[src/rtl/cdie_pm_pkg.sv]
// Shared types and default timing constants for the CDIE dielet power-management responder.
package cdie_pm_pkg;

  typedef enum logic [2:0] {
    Q_RUN,
    Q_REQUEST,
    Q_STOPPED,
    Q_EXIT,
    Q_DENIED,
    Q_CONTINUE
  } q_state_e;

  localparam int DEF_SYNC_STAGES  = 2;
  localparam int DEF_CNT_W        = 6;
  localparam int DEF_ACCEPT_DLY   = 4;
  localparam int DEF_DENY_TIMEOUT = 64;
  localparam int DEF_ISO_DLY      = 3;

endpackage

[src/rtl/cdie_pm_sync_cell.sv]
// Multi-flop synchronizer for one asynchronous level input, with a selectable reset value.
module cdie_pm_sync_cell #(
  parameter int   STAGES  = 2,
  parameter logic RST_VAL = 1'b0
) (
  input  logic clk,
  input  logic rst,
  input  logic i_d,
  output logic o_q
);

  logic [STAGES-1:0] r_sync;

  always_ff @(posedge clk or posedge rst) begin
    if (rst) r_sync <= {STAGES{RST_VAL}};
    else     r_sync <= (r_sync << 1) | STAGES'(i_d);
  end

  assign o_q = r_sync[STAGES-1];

endmodule

[src/rtl/cdie_dielet_pm_responder.sv]
// Dielet-side PM responder: Q-channel device, isolation ack and coherent drain ack,
// gated by a count of outstanding dielet transactions.
module cdie_dielet_pm_responder
  import cdie_pm_pkg::*;
#(
  parameter int SYNC_STAGES  = DEF_SYNC_STAGES,
  parameter int CNT_W        = DEF_CNT_W,
  parameter int ACCEPT_DLY   = DEF_ACCEPT_DLY,
  parameter int DENY_TIMEOUT = DEF_DENY_TIMEOUT,
  parameter int ISO_DLY      = DEF_ISO_DLY
) (
  input  logic             clk,
  input  logic             rst,
  input  logic             txn_start,
  input  logic             txn_done,
  input  logic             wake_req,
  input  logic             iso_req_b,
  output logic             iso_ack_b,
  input  logic             QREQn,
  output logic             QACCEPTn,
  output logic             QDENY,
  output logic             QACTIVE,
  input  logic             coherent_traffic_req,
  output logic             coherent_traffic_ack,
  output logic             txn_block,
  output logic [CNT_W-1:0] outstanding,
  output logic             pm_err
);

  localparam int IDLE_W = $clog2(ACCEPT_DLY + 1);
  localparam int TOT_W  = $clog2(DENY_TIMEOUT + 1);
  localparam int ISO_W  = $clog2(ISO_DLY + 1);

  logic w_sqreqn, w_s_iso_b, w_s_ctr;

  cdie_pm_sync_cell #(.STAGES(SYNC_STAGES), .RST_VAL(1'b0)) u_sync_qreq (
    .clk(clk), .rst(rst), .i_d(QREQn), .o_q(w_sqreqn));
  cdie_pm_sync_cell #(.STAGES(SYNC_STAGES), .RST_VAL(1'b0)) u_sync_iso (
    .clk(clk), .rst(rst), .i_d(iso_req_b), .o_q(w_s_iso_b));
  cdie_pm_sync_cell #(.STAGES(SYNC_STAGES), .RST_VAL(1'b0)) u_sync_ctr (
    .clk(clk), .rst(rst), .i_d(coherent_traffic_req), .o_q(w_s_ctr));

  q_state_e          r_state;
  logic [CNT_W-1:0]  r_cnt;
  logic [IDLE_W-1:0] r_idle_cnt;
  logic [TOT_W-1:0]  r_tot_cnt;
  logic [ISO_W-1:0]  r_iso_cnt;
  logic r_err, r_qaccept_n, r_qdeny, r_qactive, r_ctr_ack, r_txn_block;
  logic r_iso_ack, r_iso_pend, r_iso_dir;

  logic w_cnt_max, w_inc, w_dec, w_cnt_err, w_busy, w_q_err, w_blk_err;
  logic w_iso_tgt, w_accept, w_deny;

  assign w_cnt_max = (r_cnt == {CNT_W{1'b1}});
  assign w_inc     = txn_start & ~txn_done;
  assign w_dec     = txn_done & ~txn_start;
  assign w_cnt_err = (w_inc & w_cnt_max) | (w_dec & (r_cnt == '0));
  assign w_busy    = (r_cnt != '0) | txn_start | r_ctr_ack;
  assign w_q_err   = (r_state == Q_REQUEST) & w_sqreqn;
  assign w_blk_err = txn_start & r_txn_block;
  // A falling isolation request outside Q_STOPPED stays pending: the target holds at the current ack.
  assign w_iso_tgt = w_s_iso_b | ((r_state != Q_STOPPED) & r_iso_ack);
  assign w_accept  = (r_idle_cnt == IDLE_W'(ACCEPT_DLY - 1)) & ~w_busy;
  assign w_deny    = (r_tot_cnt == TOT_W'(DENY_TIMEOUT - 1));

  always_ff @(posedge clk or posedge rst) begin
    if (rst) begin
      r_cnt     <= '0;
      r_err     <= 1'b0;
      r_qactive <= 1'b0;
    end else begin
      if (w_inc & ~w_cnt_max)          r_cnt <= r_cnt + 1'b1;
      else if (w_dec & (r_cnt != '0))  r_cnt <= r_cnt - 1'b1;
      if (w_cnt_err | w_q_err | w_blk_err) r_err <= 1'b1;
      r_qactive <= w_busy | wake_req;
    end
  end

  always_ff @(posedge clk or posedge rst) begin
    if (rst) begin
      r_state     <= Q_STOPPED;
      r_qaccept_n <= 1'b0;
      r_qdeny     <= 1'b0;
      r_idle_cnt  <= '0;
      r_tot_cnt   <= '0;
      r_txn_block <= 1'b1;
    end else begin
      case (r_state)
        Q_STOPPED: begin
          r_txn_block <= 1'b1;
          if (w_sqreqn) r_state <= Q_EXIT;
        end
        Q_EXIT: begin
          r_txn_block <= 1'b1;
          if (r_iso_ack) begin
            r_qaccept_n <= 1'b1;
            r_txn_block <= w_s_ctr;
            r_state     <= Q_RUN;
          end
        end
        Q_RUN: begin
          r_txn_block <= w_s_ctr;
          r_idle_cnt  <= '0;
          r_tot_cnt   <= '0;
          if (!w_sqreqn) r_state <= Q_REQUEST;
        end
        Q_REQUEST: begin
          r_txn_block <= w_s_ctr;
          if (w_sqreqn) begin
            r_state <= Q_RUN;
          end else if (w_accept) begin
            r_qaccept_n <= 1'b0;
            r_txn_block <= 1'b1;
            r_state     <= Q_STOPPED;
          end else if (w_deny) begin
            r_qdeny <= 1'b1;
            r_state <= Q_DENIED;
          end else begin
            r_tot_cnt  <= r_tot_cnt + 1'b1;
            r_idle_cnt <= w_busy ? '0 : r_idle_cnt + 1'b1;
          end
        end
        Q_DENIED: begin
          r_txn_block <= w_s_ctr;
          if (w_sqreqn) begin
            r_qdeny <= 1'b0;
            r_state <= Q_CONTINUE;
          end
        end
        Q_CONTINUE: begin
          r_txn_block <= w_s_ctr;
          r_state     <= Q_RUN;
        end
        default: r_state <= Q_STOPPED;
      endcase
    end
  end

  always_ff @(posedge clk or posedge rst) begin
    if (rst)                                r_ctr_ack <= 1'b0;
    else if (!w_s_ctr)                      r_ctr_ack <= 1'b0;
    else if ((r_cnt == '0) && r_txn_block)  r_ctr_ack <= 1'b1;
  end

  // Any change of target (including a reversal mid-countdown) restarts the delay from 1.
  always_ff @(posedge clk or posedge rst) begin
    if (rst) begin
      r_iso_ack  <= 1'b0;
      r_iso_pend <= 1'b0;
      r_iso_dir  <= 1'b0;
      r_iso_cnt  <= '0;
    end else if (w_iso_tgt == r_iso_ack) begin
      r_iso_pend <= 1'b0;
    end else if (!r_iso_pend || (r_iso_dir != w_iso_tgt)) begin
      r_iso_dir <= w_iso_tgt;
      r_iso_cnt <= ISO_W'(1);
      if (ISO_DLY == 1) begin
        r_iso_ack  <= w_iso_tgt;
        r_iso_pend <= 1'b0;
      end else begin
        r_iso_pend <= 1'b1;
      end
    end else if (r_iso_cnt == ISO_W'(ISO_DLY - 1)) begin
      r_iso_ack  <= w_iso_tgt;
      r_iso_pend <= 1'b0;
    end else begin
      r_iso_cnt <= r_iso_cnt + 1'b1;
    end
  end

  assign iso_ack_b            = r_iso_ack;
  assign QACCEPTn             = r_qaccept_n;
  assign QDENY                = r_qdeny;
  assign QACTIVE              = r_qactive;
  assign coherent_traffic_ack = r_ctr_ack;
  assign txn_block            = r_txn_block;
  assign outstanding          = r_cnt;
  assign pm_err               = r_err;

endmodule

[config.mk]
export PLATFORM = sky130hd
export DESIGN_NAME = cdie_dielet_pm_responder
export DESIGN_NICKNAME = d
export VERILOG_FILES = /design/src/rtl/cdie_pm_pkg.sv /design/src/rtl/cdie_pm_sync_cell.sv /design/src/rtl/cdie_dielet_pm_responder.sv
export SDC_FILE = /design/constraint.sdc
export NUM_CORES = 1
export LEC_CHECK = 0
export ABC_AREA = 1
export CORE_MARGIN = 10
export CORE_UTILIZATION = 51
export DETAILED_ROUTE_END_ITERATION = 6
export GPL_TIMING_DRIVEN = 0
export PLACE_DENSITY = 0.73
export RECOVER_POWER = 50
export SYNTH_ARGS = -nofsm -noshare
export SYNTH_HDL_FRONTEND = slang
export SYNTH_SLANG_ARGS = --single-unit
[constraint.sdc]
create_clock -name clk -period 4.6 [get_ports clk]
set_input_delay 0.46 -clock clk [delete_from_list [all_inputs] [get_ports clk]]
set_output_delay 0.46 -clock clk [all_outputs]
set_load 0.01 [all_outputs]
### Word-level counts from Yosys, hierarchy flattened

Index checks and enable logic that the tools add are counted.

* register bits: 36
* latch bits: 0
* bits in writable memories: 0
* bits in read-only memories: 0
* input port bits: 8
* output and inout port bits: 13
* word-level logic and storage cells: 131
* memories: 0

* add/subtract/negate cells: 5
* multiply operators: 0
* div/mod/pow operators: 0
* magnitude comparators: 0
* equality and inequality tests: 24
* shifts and indexed selects: 0
* muxes and demuxes: 39
* bitwise gates (word level): 26
* reduce and logical (&&, ||, !) cells: 20

Operators with widths (number)
* 3-bit two-way mux: 11
* 7-bit two-way mux: 3
* 2-bit != test (second input constant): 9
* 3-bit one-hot mux with 6 select lines: 1
* 1-bit two-way mux: 15
* 7-bit one-hot mux with 2 select lines: 1
* 6-bit two-way mux: 2
* 1-bit AND: 10
* 5-bit AND reduction: 2
* 3-bit by 2-bit equality test with 1-bit output (second input constant): 3
* 4-bit AND reduction: 2
* 2-bit nonzero test: 4
* 7-bit by 1-bit adder with 7-bit output (second input constant): 1
* 7-bit by 6-bit equality test with 1-bit output (second input constant): 1
* 1-bit bitwise OR: 7
* 6-bit by 1-bit adder with 6-bit output (second input constant): 1
* 3-bit equality test (second input constant): 2
* 6-bit equality test (second input constant): 1
* 6-bit logical NOT: 1
* 1-bit inverter: 6
* 2-bit by 1-bit bitwise OR with 2-bit output: 3
* 3-bit one-hot mux with 2 select lines: 1
* 6-bit nonzero test: 1
* 6-bit by 1-bit subtractor with 6-bit output (second input constant): 1
* other kinds (21): 25

### Longest topological paths before layout

Gate-level depths: netlist of run 1.

* depth after elaboration: 8
* depth in mapped cells: 13
* mapped depth without buffers: 13

### Modules after synthesis

A second synthesis of run 1 with hierarchy kept.

* cell total of the unflattened synthesis: 249
* area total of the unflattened synthesis: 1984.4 um^2

Modules (own cells, without submodules)
* cdie_dielet_pm_responder: times used 1, cells an instance 240, area each 1823.0 um^2, sequential area each 753.2 um^2
* cdie_pm_sync_cell: times used 3, cells an instance 3, area each 53.8 um^2, sequential area each 50.0 um^2

### Worst setup path after synthesis of run 1

No wires, ideal clock.

* path kind: flip-flop to flip-flop
* start: register r_cnt[0], in the netlist outstanding[0]
* end: register r_cnt[4], in the netlist outstanding[4]
* setup time: 0.077 ns
* data arrival time: 1.858 ns
* data required time: 4.523 ns
* slack: 2.665 ns
* cell stages (with the launch flop): 11
* buffers on the path: 0
* period minus slack after synthesis: 1.935 ns
* cells stage by stage: dfrtp_1 inv_2 nor3_2 nand3_1 nand2_2 inv_1 fa_1 o21ai_0 xor2_1 nand2_1 o21ai_1

* word-level cells in the longest chain between the ends: 4
* elaborated cells on any way between the ends: 10
* classes of those cells: add/sub (2); eq/ne (1); mux (2); bitwise (3); reduce/logical (2)

Ends and longest elaborated chain
* start, declared: line cdie_dielet_pm_responder.sv:44 `logic [CNT_W-1:0] r_cnt;`
* start signal, assigned: line cdie_dielet_pm_responder.sv:72 `if (w_inc & ~w_cnt_max) r_cnt <= r_cnt + 1'b1;`
* start signal, assigned: line cdie_dielet_pm_responder.sv:73 `else if (w_dec & (r_cnt != '0)) r_cnt <= r_cnt - 1'b1;`
* branches (longest 4 deep; another with 6-bit by 1-bit subtractor with 6-bit output)

Parallel ways; which one is timed is not known. The select of a mux whose other input is x is not followed.
A chain may end at the register's enable or synchronous reset.

### Worst setup path after layout of run 1

Ends and elaborated chain as after synthesis.

==> results of run 1 <==
[Yosys cell counts, drive strengths merged]
| cell type | number | area [µm²] |
|---|---|---|
| or2 | 1 | 6.26 |
| o2111ai | 1 | 8.76 |
| a21oi | 5 | 25.0 |
| ha | 8 | 100 |
| xnor2 | 2 | 17.5 |
| clkbuf | 1 | 3.75 |
| a21o | 1 | 7.51 |
| nand2 | 73 | 282 |
| nor3 | 5 | 30.0 |
| nor2 | 25 | 106 |
| nor3b | 2 | 15.0 |
| nor4 | 1 | 6.26 |
| nand4 | 8 | 56.3 |
| buf | 2 | 18.8 |
| o21ai | 9 | 45.0 |
| fa | 1 | 20.0 |
| o21a | 1 | 7.51 |
| inv | 32 | 120 |
| nand3b | 3 | 22.5 |
| dfstp | 2 | 52.6 |
| a21boi | 1 | 7.51 |
| dfrtp | 34 | 851 |
| nand3 | 29 | 158 |
| xor2 | 5 | 43.8 |
[kinds of logic (layout without fill, tap and decap cells)]
| group | count (synthesis) | in the layout | share of synthesized area (%) |
|---|---|---|---|
| buffers and inverters | 35 | 63 | 7.09 |
| adder cells (fa/ha/maj) | 9 | 9 | 5.97 |
| AO/OA/AOI/OAI | 18 | 18 | 5.04 |
| flip-flops | 36 | 36 | 44.9 |
| XOR/XNOR | 7 | 7 | 3.05 |
| AND/OR/NAND/NOR | 147 | 147 | 33.9 |
[through the flow]
stage / cell area (µm²) / std cells / total power, µW
global placement: 2270 / 320 / 1000
CTS: 2390 / 328 / 1310
floorplan: 2010 / 252 / 847
global route: 2390 / 328 / 1400
detailed placement: 2270 / 320 / 1020
finish: 2390 / 328 / 1300
[layout by cell type (no fill, tap or decap)]
cell type         n
nor3_1            4
nand4_2           1
o21a_1            1
nor3_2            1
nor2_2            2
buf_6             1
nor2_4            1
clkinvlp_4        1
bufinv_16         1
inv_2             2
nand4_1           7
clkdlybuf4s50_1  16
inv_6             1
nor2_1           22
a21boi_0          1
clkbuf_8          5
nand2_1          70
dlygate4sd3_1     4
a21o_1            1
buf_4             1
ha_1              8
nand3_4           1
dfstp_2           2
a21oi_1           5
nand3b_1          3
nand2_2           3
o21ai_1           4
or2_2             1
inv_1            30
nor3b_1           2
xor2_1            5
clkbuf_1          1
fa_1              1
xnor2_1           2
nor4_1            1
o2111ai_1         1
nand3_1          28
dfrtp_1          34
o21ai_0           5
[final cells by class]
| type | instances | area (µm²) |
|---|---|---|
| inverters | 32 | 120 |
| clock inverters | 3 | 46.3 |
| repair buffers | 20 | 200 |
| multi-input cells | 181 | 965 |
| clock buffers | 5 | 68.8 |
| plain buffers | 3 | 22.5 |
| flip-flops and latches | 36 | 903 |
| fillers | 352 | 1360 |
| well taps | 48 | 60.1 |
[where the power goes]
part / switching, µW / internal, µW / leakage (µW)
sequential: 78.1 / 386 / 0.000442
clock: 125 / 163 / 0.0000548
combinational: 314 / 230 / 0.000707
[worst max-delay path by stage]
| stage | slack, ns | startpoint | to | depth (start not counted) |
|---|---|---|---|---|
| floorplan | 2.67 | outstanding[0] | outstanding[4] | 10 |
| global placement | 2.16 | txn_start | outstanding[5] | 12 |
| detailed placement | 2.13 | txn_start | outstanding[4] | 10 |
| CTS | 2.37 | outstanding[0] | outstanding[4] | 10 |
| global route | 2.25 | outstanding[0] | outstanding[4] | 10 |
| finish | 2.40 | outstanding[0] | outstanding[4] | 10 |
[sequential cells by signal, indices dropped and copies added (netlist names), 2 cells and up]
signal,count
outstanding,6
r_idle_cnt,3
r_iso_cnt,2
r_state,3
r_tot_cnt,7
u_sync_ctr.r_sync,2
u_sync_iso.r_sync,2
u_sync_qreq.r_sync,2
[routing by layer]
layer | GRT usage, % | share of wire (%)
met4 | 5.02 | 1.6
met1 | 15.6 | 47
met2 | 21.6 | 47
met5 | 0 | 0
met3 | 4.31 | 4.6
==> PnR_summary.wiki, run 1 <==
{| class="wikitable"
! Metric !! Value
|-
| Count of buffers from port buffering || 20
|-
| # H-tree levels || 2
|-
| Sum of negative setup slack || 0 ns
|-
| Max stage delay cell, worst path || dfrtp_1
|-
| Initial core utilization || 53.7%
|-
| Overall Global Routing Usage || 13.2%
|-
| Slack of the critical path || 2.40 ns
|-
| Post-Synthesis Cells || 252
|-
| CTS tree || built
|-
| First-pass detailed-route iteration total || 4
|-
| First-pass GRT wire length || 7.14 mm
|-
| Minimum hold slack || 0.353 ns
|-
| Number of hold buffers added after CTS || 0
|-
| Die X || 82.8 µm
|-
| Launch instance of the worst min-delay path || u_sync_iso.r_sync[0]
|-
| Remaining design rule violation count || 0
|-
| Placer's final routability congestion estimate || 0.803
|-
| Slew of the pin with the lowest slew margin || 1.29 ns
|-
| Die Span Y || 82.8 µm
|-
| Worst hold path depth || 0
|-
| Number of global-route vias before repair || 1611
|-
| Maximum operating frequency || 455 MHz
|-
| Hold violation count in the final report || 0
|-
| Sum of routed wire length over all layers || 3.96 mm
|-
| P per Cell Area || 543 mW/mm²
|-
| Buffering stage count on the worst path with inverters included || 2
|-
| FP Rows || 22
|-
| Core box area || 0.00374 mm²
|-
| Maximum capacitance violations || 0
|-
| Clock buffers created by TritonCTS || 5
|-
| Final Cycle Share || 47.7%
|-
| Leftover overflow at the end of global routing || 0
|-
| Area growth, synth to finish || 18.7%
|-
| Number of cell instances on the worst register-to-register path || 10
|-
| Pre-CTS setup slack || 2.13 ns
|-
| Avg Vias per Cell || 5.07
|-
| Sink of the worst hold path || u_sync_iso.r_sync[1]
|-
| Worst reg2reg path startpoint || outstanding[0]
|-
| Outcome || complete, no violations
|-
| Post-Syn Area per Cell || 7.98 µm²
|-
| Root buf cell || clkbuf_8
|-
| Share of final-layout standard cells stronger than drive strength 1 || 8.57%
|-
| Leakage power || 0.00120 µW
|-
| Die ar. || 0.00685 mm²
|-
| Worst Hold Class || reg -> reg
|-
| CTS sink count || 36
|-
| Final setup fails || 0
|-
| Post-synthesis register bit count || 36
|-
| Cell family with the largest share of critical-path delay || simple AND/OR/NAND/NOR gates
|-
| Register-to-register setup slack || 2.40 ns
|-
| Delay contributed by the slowest stage of the critical path || 0.49 ns
|-
| Required time of the critical path || 4.82 ns
|-
| Post-CTS Repair Setup Buffers || 0
|-
| Endpoint of the worst register-to-register path || outstanding[4]
|-
| Number of antenna violations at the first check in global routing || 0
|-
| Worst Path Max Fanout || 7
|-
| Utilization after layout || 63.7%
|-
| Startpoint kind of the worst setup timing path || flop
|-
| Netlist area before placement || 0.00201 mm²
|-
| Endpoint class of the critical path || flop
|-
| Clock-pin slew reported for the worst setup and hold paths after clock tree synthesis || 0.08 ns
|-
| Portion of the post-synthesis area used by sequential elements || 44.9%
|-
| Insertion delay to the later sink of the worst-skew pair || 0.29 ns
|-
| Final nets || 296
|-
| PostCTS Resize Cnt || 0
|-
| Antenna diode count || 0
|-
| Relative slew slack || 13.8%
|-
| Unrepaired setup endpoints after global routing || false
|-
| Post-route minimum period || 2.20 ns
|-
| Yosys warning total || 0
|-
| Crit path kind || reg -> reg
|-
| 1st-iter DRT viols || 93
|-
| Vias post-DR || 1663
|-
| Final ANT Viol Nets || 0
|-
| Synth cell types || 33
|-
| Peak ir drop on the vdd network || 0.325 mV
|-
| Layout Skew || 0.00648 ns
|-
| Detailed placement HPWL || 2.99 mm
|-
| Buffers from clock root to sink, at most || 2
|-
| IO Pins || 21
|-
| Critical path, cell by cell || inv_2, nor3_2, nand3_1, nand2_2, inv_1, fa_1, o21ai_0, xor2_1, nand2_1, o21ai_1
|-
| Maximum number of pins on one net before global-route repair || 37
|-
| Arrival @ worst endpoint || 2.42 ns
|-
| Final Max Slew Viols || 0
|-
| Post-Synthesis Net Count || 269
|-
| Routed WL per cell || 12.1 µm
|}
(Power assumes the default switching activity.)
==> run 2: changes to the inputs <==
==> constraint.sdc (replaced) <==
create_clock -name clk -period 2.25 [get_ports clk]
set_input_delay 0.225 -clock clk [delete_from_list [all_inputs] [get_ports clk]]
set_output_delay 0.225 -clock clk [all_outputs]
set_load 0.01 [all_outputs]
==> PnR_summary.wiki, run 2 (same netlist as run 1, synthesis figures left out) <==
{| class="wikitable"
! Metric !! Value
|-
| Routed WL per cell || 12.1 µm
|-
| Worst reg2reg path startpoint || outstanding[0]
|-
| Sum of routed wire length over all layers || 3.96 mm
|-
| Count of buffers from port buffering || 20
|-
| Number of cell instances on the worst register-to-register path || 10
|-
| Die ar. || 0.00685 mm²
|-
| Initial core utilization || 53.7%
|-
| Die Span Y || 82.8 µm
|-
| Required time of the critical path || 2.47 ns
|-
| Detailed placement HPWL || 2.99 mm
|-
| Critical Path Start || outstanding[0]
|-
| FP Rows || 22
|-
| First-pass GRT wire length || 7.14 mm
|-
| Register containing the most flip-flops in the final layout || r_tot_cnt
|-
| Buffers from clock root to sink, at most || 2
|-
| Vias post-DR || 1668
|-
| Number of antenna violations at the first check in global routing || 0
|-
| Worst Path Max Fanout || 7
|-
| Placer's final routability congestion estimate || 0.803
|-
| P per Cell Area || 1110 mW/mm²
|-
| Outcome || complete, no violations
|-
| Minimum hold slack || 0.353 ns
|-
| Clock buffers created by TritonCTS || 5
|-
| Insertion delay to the later sink of the worst-skew pair || 0.29 ns
|-
| First-pass detailed-route iteration total || 6
|-
| Total power consumption of the routed design || 2660 µW
|-
| Commonest cells after routing, fill and taps aside || nand2_1 (70), dfrtp_1 (33), inv_1 (30)
|-
| Leading cell type in the layout, fill and taps excluded || nand2_1
|-
| Final setup fails || 0
|-
| Remaining design rule violation count || 0
|-
| Post-route minimum period || 2.07 ns
|-
| Endpoint class of the critical path || flop
|-
| Leakage power || 0.00120 µW
|-
| 1st-iter DRT viols || 93
|-
| Antenna diode count || 0
|-
| Crit path kind || reg -> reg
|-
| Overall Global Routing Usage || 13.2%
|-
| Maximum number of pins on one net before global-route repair || 37
|-
| Sum of negative setup slack || 0 ns
|-
| Relative slew slack || 13.5%
|-
| Final nets || 296
|-
| Startpoint kind of the worst setup timing path || flop
|-
| Max FFs per register || 7
|-
| Core box area || 0.00374 mm²
|-
| Peak ir drop on the vdd network || 0.667 mV
|-
| Hold violation count in the final report || 0
|-
| Final-layout fill cell count || 352
|-
| CTS sink count || 36
|-
| Maximum capacitance violations || 0
|-
| Slew of the pin with the lowest slew margin || 1.30 ns
|-
| Final Max Slew Viols || 0
|-
| Worst hold path depth || 0
|-
| Final ANT Viol Nets || 0
|-
| Number of global-route vias before repair || 1611
|-
| Share of final-layout standard cells stronger than drive strength 1 || 8.93%
|-
| Leftover overflow at the end of global routing || 0
|-
| # H-tree levels || 2
|-
| Unrepaired setup endpoints after global routing || false
|-
| Worst Hold Class || reg -> reg
|-
| Arrival @ worst endpoint || 2.29 ns
|-
| Clock-pin slew reported for the worst setup and hold paths after clock tree synthesis || 0.08 ns
|-
| Maximum operating frequency || 483 MHz
|-
| Launch instance of the worst min-delay path || u_sync_iso.r_sync[0]
|-
| Area growth, synth to finish || 18.7%
|-
| IO Pins || 21
|-
| Layout Skew || 0.00568 ns
|-
| Avg Vias per Cell || 5.09
|-
| Final Cycle Share || 92.0%
|-
| CTS tree || built
|-
| Die X || 82.8 µm
|-
| Root buf cell || clkbuf_8
|}
-- run 2: cell counts in the layout (fill, tap and decap cells not counted) --
No cell type changed its count.
-- run 2: report_power, final --
part	internal [µW]	switching, µW	total (µW)
combinational	472	644	1120
sequential	792	161	953
clock	334	253	587
-- run 2: critical path: stages (launching register included) --
cell,delay [ns]
dfrtp_2,0.45
inv_2,0.07
nor3_2,0.20
nand3_1,0.10
nand2_2,0.16
inv_1,0.07
fa_1,0.41
o21ai_1,0.20
xor2_1,0.20
nand2_1,0.07
o21ai_1,0.07
-- run 2: final cells by class --
class,count,area (µm²),area share [%]
Multi-Input combinational cell,181,965,40.4
Buffer,3,22.5,0.943
Tap cell,48,60.1,2.52
Inverter,32,120,5.03
Timing Repair Buffer,20,200,8.39
Clock buffer,5,68.8,2.88
Sequential cell,36,905,37.9
Clock inverter,3,46.3,1.94
-- run 2: path summary, 6_finish.rpt --
check	slack, ns	end
min	0.35	u_sync_iso.r_sync[1]
min reg2reg	0.35	u_sync_iso.r_sync[1]
max	0.18	outstanding[4]
min in group asynchronous	0.73	u_sync_ctr.r_sync[0]
max in group asynchronous	0.68	outstanding[0]
max reg2reg	0.18	outstanding[4]
-- run 2: what timing repair did --
item,4_1_cts,5_1_grt
gates resized for setup,0,2
endpoints found under the setup margin,0,2
buffers inserted,0,0
hold buffers,0,0
-- run 2: layer usage --
| metal | track usage, % | wire length [µm] | vias up |
|---|---|---|---|
| met5 | 0 | 0 | - |
| met3 | 4.31 | 186 | 7 |
| met2 | 21.6 | 1860 | 25 |
| met4 | 5.02 | 63 | 0 |
| li1 | - | - | 877 |
| met1 | 15.6 | 1860 | 759 |
-- run 2: stage by stage --
| stage | std cells | util (%) | setup WS [ns] | instance area (µm²) |
|---|---|---|---|---|
| 5_1_grt | 328 | 63.8 | 0.0548 | 2390 |
| 4_1_cts | 328 | 63.7 | 0.0220 | 2390 |
| 3_5_place_dp | 320 | 60.7 | 0.0185 | 2270 |
| 3_3_place_gp | 320 | 60.7 | 0.0452 | 2270 |
| 2_1_floorplan | 252 | - | 0.315 | 2010 |
| 6_report | 328 | 63.8 | 0.180 | 2390 |
==> run 3: changes to the inputs <==
--- a/config.mk
+++ b/config.mk
@@ -8,6 +8,7 @@
 export ABC_AREA = 1
 export CORE_MARGIN = 10
 export CORE_UTILIZATION = 51
+export CTS_CLUSTER_DIAMETER = 80
 export DETAILED_ROUTE_END_ITERATION = 6
 export GPL_TIMING_DRIVEN = 0
 export PLACE_DENSITY = 0.73
==> results of run 3 <==
The final DEF is identical to that of run 2; final timing and power are the same.
